[src/rtl/fifo_pkg.sv]
// Shared pointer helpers for the dual-clock FIFO: Gray/binary conversion and
// default sizing, used by the write side, the read side and the synchroniser.
package fifo_pkg;

   localparam int FIFO_PTR_WIDTH = 4;

   // Both helpers work on zero-extended values, so they suit any width up to 32.
   function automatic logic [31:0] bin2gray(input logic [31:0] bin);
      return bin ^ (bin >> 1);
   endfunction

   function automatic logic [31:0] gray2bin(input logic [31:0] gray);
      logic [31:0] bin;
      bin = '0;
      for (int i = 0; i < 32; i++) begin
         bin[i] = ^(gray >> i);
      end
      return bin;
   endfunction

endpackage

[src/rtl/fifo_gray2bin.sv]
// Combinational Gray-to-binary converter: each binary bit is the XOR of all
// Gray bits at or above it.
module fifo_gray2bin #(
   parameter int WIDTH = 4
) (
   input  logic [WIDTH-1:0] gray,
   output logic [WIDTH-1:0] bin
);

   // NOTE: every bit is assigned on every pass through the loop, so no latch is inferred.
   always_comb begin
      bin = '0;
      for (int i = 0; i < WIDTH; i++) begin
         bin[i] = ^(gray >> i);
      end
   end

endmodule

[src/rtl/fifo_wr.sv]
// Write-side control of the async FIFO: binary/Gray write pointer, memory
// write strobe, and full / almost-full / overflow / level status in wclk.
module fifo_wr
   import fifo_pkg::*;
#(
   parameter int PTR_WIDTH    = FIFO_PTR_WIDTH,
   parameter int AFULL_THRESH = 6
) (
   input  logic                 wclk,
   input  logic                 wrst_n,
   input  logic                 winc,
   input  logic                 wovf_clr,
   input  logic [PTR_WIDTH-1:0] synced_rd_ptr,
   output logic [PTR_WIDTH-1:0] wptr_grey,
   output logic [PTR_WIDTH-2:0] waddr,
   output logic                 wclken,
   output logic                 wfull,
   output logic                 walmost_full,
   output logic                 woverflow,
   output logic [PTR_WIDTH-1:0] wlevel
);

   localparam logic [PTR_WIDTH-1:0] AFULL_LVL = PTR_WIDTH'(AFULL_THRESH);

   logic [PTR_WIDTH-1:0] wptr_bin;
   logic [PTR_WIDTH-1:0] wptr_bin_nxt;
   logic [PTR_WIDTH-1:0] rd_bin;
   logic [PTR_WIDTH-1:0] full_match;

   fifo_gray2bin #(.WIDTH(PTR_WIDTH)) u_rd_g2b (
      .gray (synced_rd_ptr),
      .bin  (rd_bin)
   );

   // Full when the write pointer has lapped the read pointer: top two Gray bits
   // inverted, the rest equal.
   assign full_match   = {~synced_rd_ptr[PTR_WIDTH-1:PTR_WIDTH-2], synced_rd_ptr[PTR_WIDTH-3:0]};
   assign wfull        = (wptr_grey == full_match);
   assign wclken       = winc & ~wfull;
   assign waddr        = wptr_bin[PTR_WIDTH-2:0];
   assign wptr_bin_nxt = wptr_bin + PTR_WIDTH'(1);
   assign wlevel       = wptr_bin - rd_bin;
   assign walmost_full = (wlevel >= AFULL_LVL);

   // NOTE: state flops use non-blocking assignments so every flop samples pre-edge values.
   always_ff @(posedge wclk or negedge wrst_n) begin
      if (!wrst_n) begin
         wptr_bin  <= '0;
         wptr_grey <= '0;
         woverflow <= 1'b0;
      end else begin
         if (wclken) begin
            wptr_bin  <= wptr_bin_nxt;
            // Registered straight from the next binary value so the crossing bus is glitch-free.
            wptr_grey <= PTR_WIDTH'(bin2gray(32'(wptr_bin_nxt)));
         end
         if (winc && wfull) begin
            woverflow <= 1'b1;
         end else if (wovf_clr) begin
            woverflow <= 1'b0;
         end
      end
   end

endmodule
[config.mk]
export PLATFORM = sky130hd
export DESIGN_NAME = fifo_wr
export DESIGN_NICKNAME = d
export VERILOG_FILES = /design/src/rtl/fifo_pkg.sv /design/src/rtl/fifo_gray2bin.sv /design/src/rtl/fifo_wr.sv
export SDC_FILE = /design/constraint.sdc
export NUM_CORES = 1
export LEC_CHECK = 0
export BUFFER_PORTS_ARGS = -buffer_cell sky130_fd_sc_hd__buf_2
export CAP_MARGIN = 15
export CORE_MARGIN = 2
export CORE_UTILIZATION = 45
export DETAILED_ROUTE_END_ITERATION = 8
export PLACE_DENSITY = 0.77
export REMOVE_ABC_BUFFERS = 1
export SLEW_MARGIN = 0
export SYNTH_ARGS = -nofsm -noshare
export SYNTH_HDL_FRONTEND = slang
export SYNTH_HIERARCHICAL = 1
export SYNTH_SLANG_ARGS = --single-unit
[constraint.sdc]
create_clock -name wclk -period 2.45 [get_ports wclk]
set_input_delay 0.1225 -clock wclk [delete_from_list [all_inputs] [get_ports wclk]]
set_output_delay 0.1225 -clock wclk [all_outputs]
set_load 0.02 [all_outputs]
# --- Word level (Yosys, flattened, before mapping) ---
# Cells that the tools add are included.
word_totals:
  register_bits: 9
  inputBits: 8
  word_cells: 19
op_classes:
  n_addsub: 2
  magnitude_cmp: 1
  eq_ne: 1
  mux: 2
  n_bitwise: 4
  n_reduce_logical: 6
ops:
  columns: ["cell", "n"]
  rows:
  - ["4-bit parity", 4]
  - ["4-bit by 1-bit adder with 4-bit output (second input constant)", 1]
  - ["4-bit equality test", 1]
  - ["4-bit by 3-bit greater-or-equal comparator with 1-bit output (second input constant)", 1]
  - ["4-bit subtractor", 1]
  - ["4-bit by 3-bit XOR with 4-bit output", 1]
  - ["1-bit two-way mux", 2]
  - ["2-bit NOT", 1]
  - ["2-bit nonzero test", 1]
  - ["1-bit bitwise AND", 1]
  - ["1-bit logical AND", 1]
  - ["1-bit NOT", 1]

# --- Logic depth before layout (Yosys ltp) ---
logic_depth:
  depth_word: 4
  ltp_mapped: 8
  depth_no_buf: 8

# --- Modules after synthesis ---
# Netlist, hierarchy kept.
modules_own_cells:
  columns: ["mod", "n_inst", "cells_each", "area_per_inst_um2", "seq_area_each_um2"]
  rows:
  - ["fifo_wr", 1, 60, 568.0, 200.2]
  - ["fifo_gray2bin", 1, 5, 50.0, 0.0]

# --- Worst setup path after synthesis ---
# OpenSTA, ideal clock, no wires.
synth_path:
  path_type: "register to output"
  from: "reg wptr_bin[0]"
  to: "out walmost_full"
  arrival_ps: 1974
  setup_slack_ps: 354
  stages_incl_launch_ff: 7
  path_buffers: 0
  cell_sequence: "dfrtp_1 -> inv_1 -> ha_1 -> fa_1 -> xnor2_1 -> nand2_1 -> o21ai_0"
synth_between:
  elab_chain_cells: 2
synth_rtl:
  columns: ["item", "line_no", "rtl"]
  rows:
  - ["start, declared", "fifo_wr.sv:25", "logic [PTR_WIDTH-1:0] wptr_bin;"]
  - ["start signal, assigned", "fifo_wr.sv:53", "wptr_bin <= wptr_bin_nxt;"]
  - ["4-bit subtractor", "fifo_wr.sv:42", "assign wlevel = wptr_bin - rd_bin;"]
  - ["via wlevel[2]", "fifo_wr.sv:20", "output logic [PTR_WIDTH-1:0] wlevel"]
  - ["4-bit by 3-bit greater-or-equal comparator with 1-bit output", "fifo_wr.sv:43", "assign walmost_full = (wlevel >= AFULL_LVL);"]
  - ["end, declared", "fifo_wr.sv:18", "output logic walmost_full,"]
# The timed path passes the listed nets, and every way through them passes these cells.

# --- Final worst setup path ---
layout_path:
  from: "in synced_rd_ptr[3]"
  to: "out walmost_full"
layout_between:
  elab_chain_cells: 3
  elab_cells_between_ends: 6
layout_rtl:
  columns: ["item", "line_no", "rtl"]
  rows:
  - ["start, declared", "fifo_wr.sv:13", "input logic [PTR_WIDTH-1:0] synced_rd_ptr,"]
  - ["4-bit parity", "fifo_gray2bin.sv:14", "bin[i] = ^(gray >> i);"]
  - ["via rd_bin[2]", "fifo_wr.sv:27", "logic [PTR_WIDTH-1:0] rd_bin;"]
  - ["4-bit subtractor", "fifo_wr.sv:42", null]
  - ["4-bit by 3-bit greater-or-equal comparator with 1-bit output", "fifo_wr.sv:43", null]
# The timed path passes the listed nets, and every way through them passes these cells.

==> flow_metrics.py <==
metrics = {
    "timing": {
        "fin_hold_ws_ns": 0.0888,
        "finalHoldViolCount": 0,
        "fmax_ghz": 0.493,
        "tns_ns": 0,
        "min_period_over_period_pct": 82.8,
        "relSlewSlack_pct": 77.7,
        "setup_violations": 0,
        "worst_pin_slew_ns": 0.331,
        "finClkSkew_ns": 0.00409,
        "min_period_ns": 2.03,
        "rsz0062_at_grt": "false",
        "setup_slack_ns": 0.421,
        "slew_viol_final": 0,
    },
    "clock_tree": {
        "clock_path_buffers": 2,
        "cts_max_level": 1,
        "clock_latency_ns": 0.24,
        "postCtsSetupRepairBufs": 0,
        "clk_pin_slew_worst_paths_ns": 0.05,
        "cts_tree": "built",
        "cts.root.buffer_cell": "clkbuf_4",
        "numCtsBuffers": 3,
        "clock_sinks": 8,
    },
    "routing": {
        "post_drt_wl_per_cell_um": 10.8,
        "final_antenna_net_count": 0,
        "drtIter0Drc": 6,
        "wirelength_um": 1140,
        "dr.pass1.iters": 4,
        "drc_errors": 0,
        "via_per_inst": 4.85,
        "via_count": 509,
    },
    "layout": {
        "area_delta_synth_final_pct": 24.3,
        "final_common_cell": "buf_2",
        "finalNetCount": 105,
        "final_util_pct": 59.8,
        "layout_common_cells": "22 x buf_2, 10 x inv_1, 9 x xnor2_1",
        "diodes": 0,
        "drive_above_1_share_pct": 34.4,
        "final_cells": 105,
        "design_area_um2": 768,
    },
    "placed_design": {
        "pre_cts_slack_ns": 0.421,
        "io_buffers": 22,
        "place.gp.congestion": 0.706,
        "dp.cells": 101,
        "placed_area_um2": 736,
        "dp_hpwl_um": 952,
    },
    "floorplanning": {
        "boundaryPins": 23,
        "num_rows": 13,
        "die-height_um": 41.1,
        "die_area_um2": 1690,
        "start_util_pct": 48.1,
        "core-area_um2": 1280,
        "fp.dieW_um": 41.1,
    },
    "grt": {
        "grt_busiest_layer": "met2",
        "grt_max_degree": 12,
        "antenna_found_initial": 0,
        "grt-ovfl-total": 0,
        "grt_pass1_wl_um": 1810,
        "gr-usage-met1_pct": 23.1,
        "grt_pass1_vias": 437,
        "grtUsageMet2_pct": 25.8,
        "grtUsageTotal_pct": 17.0,
        "use_met3_pct": 3.26,
    },
    "pwr": {
        "clockPowerShare_pct": 7.8,
        "p_int_uw": 599,
        "ir_drop_v": 0.000717,
        "leakagePower_nw": 0.397,
        "p_sw_uw": 622,
        "total_power_mw": 1.22,
        "swShare_pct": 50.9,
        "power_frac_comb_pct": 68.5,
        "pwr-share-seq_pct": 23.7,
        "power.density_nw_per_um2": 1590,
    },
    "min_path": {
        "worstHoldEndpoint": "woverflow$_DFFE_PN0P_",
        "whs_path_depth": 2,
        "hp-class": "primary input to flip-flop",
        "worstHoldStart": "wovf_clr",
    },
    "setup_path": {
        "r2r_end": "wptr_bin[1]$_DFFE_PN0P_",
        "start_kind": "primary input",
        "worst_r2r_path_depth": 4,
        "cp_num_cells": 10,
        "critical_path_class": "primary input to output port",
        "cp_max_fo": 3,
        "end_kind": "output port",
        "cpPeakStageDelay_ns": 0.27,
        "crit_path_top_delay_cell": "xor2_1",
        "crit_required_ns": 2.33,
        "crit_family": "XOR/XNOR gates",
        "path_cells": "buf_2, xor2_2, xor2_1, inv_1, ha_1, nor2b_1, o21ai_0, a21oi_1, o21ai_0, buf_2",
        "path_buf_inv": 3,
        "rrSetupSlack_ns": 0.82,
        "cp.arrival_ns": 1.91,
        "timing.rr.start": "wptr_grey[3]$_DFFE_PN0P_",
    },
    "synthesis": {
        "ys_types": 20,
        "seq_area_frac_synth_pct": 32.4,
        "syn_avg_cell_area_um2": 9.51,
        "synth_warnings": 6,
        "synthCells": 65,
        "synthesis.area_um2": 618,
        "synth_seq_cells": 8,
    },
    "outcome": {
        "outcome": "completed",
    },
    "flow_run": {
        "cap_violations": 0,
    },
}
state kept, by name, summed over array words and instances (netlist names):
| register | flops |
|---|---|
| wptr_grey | 4 |
| wptr_bin | 3 |
| woverflow | 1 |
worst max path at each step:
stage                            start            to  slack (ns)
2_1_floorplan  wptr_bin[0]$_DFFE_PN0P_  walmost_full        0.35
3_3_place_gp          synced_rd_ptr[3]  walmost_full        0.53
3_5_place_dp          synced_rd_ptr[3]  walmost_full        0.42
4_1_cts               synced_rd_ptr[3]  walmost_full        0.40
5_1_grt               synced_rd_ptr[3]  walmost_full        0.23
6_report              synced_rd_ptr[3]  walmost_full        0.42
power groups by stage:
stage               logic [mW]  clock network [mW]  registers (mW)
floorplan                0.539                   0           0.355
global placement         0.819                   0           0.289
detailed placement       0.845                   0           0.293
CTS                      0.848              0.0976           0.291
global route             0.941               0.109           0.302
finish                   0.837              0.0953           0.289
cell families (layout without fill, tap and decap cells):
family / count (synthesis) / in the layout / synth area share [%]
flops: 8 / 8 / 32.4
fa+ha+maj: 5 / 5 / 11.3
mux: 1 / 1 / 1.82
buf+inv: 12 / 37 / 9.11
xor+xnor: 18 / 18 / 26.7
simple gates: 12 / 12 / 9.51
compound gates: 9 / 9 / 9.11
per-layer routing:
| layer | up-vias | part of all wire [%] | wire length, µm |
|---|---|---|---|
| met4 | 0 | 1.2 | 14 |
| met1 | 233 | 45 | 512 |
| met2 | 18 | 47 | 531 |
| met5 | - | 0 | 0 |
| met3 | 2 | 6.7 | 76 |
| li1 | 256 | - | - |
repair_timing:
action	4_1_cts	5_1_grt
gates resized for setup	0	0
hold buffers	1	0
endpoints found under the setup margin	0	0
hold endpoints to repair	8	0
area by class of cell:
type | count | area, µm²
Timing Repair Buffer | 24 | 128
Multi-Input combinational cell | 45 | 362
Clock buffer | 3 | 22.5
Inverter | 10 | 37.5
Fill cell | 126 | 517
Sequential cell | 8 | 200
Tap cell | 15 | 18.8
synth_stat cells:
cell	n	share of area [%]
inv_1	10	6.1
xnor2_1	9	13
dfrtp_1	8	32
xor2_1	8	11
o21ai_0	7	5.7
nand2_1	5	3.0
ha_1	4	8.1
nor2_2	2	2.0
a21oi_1	1	0.81
and3_1	1	1.0
buf_4	1	1.2
buf_6	1	1.8
fa_1	1	3.2
mux2_2	1	1.8
nand3_1	1	0.81
nor2_1	1	0.61
nor2b_1	1	1.0
nor4_1	1	1.0
o41ai_2	1	2.6
xor2_2	1	2.6
No activity file was read; power rests on OpenSTA's default activity.
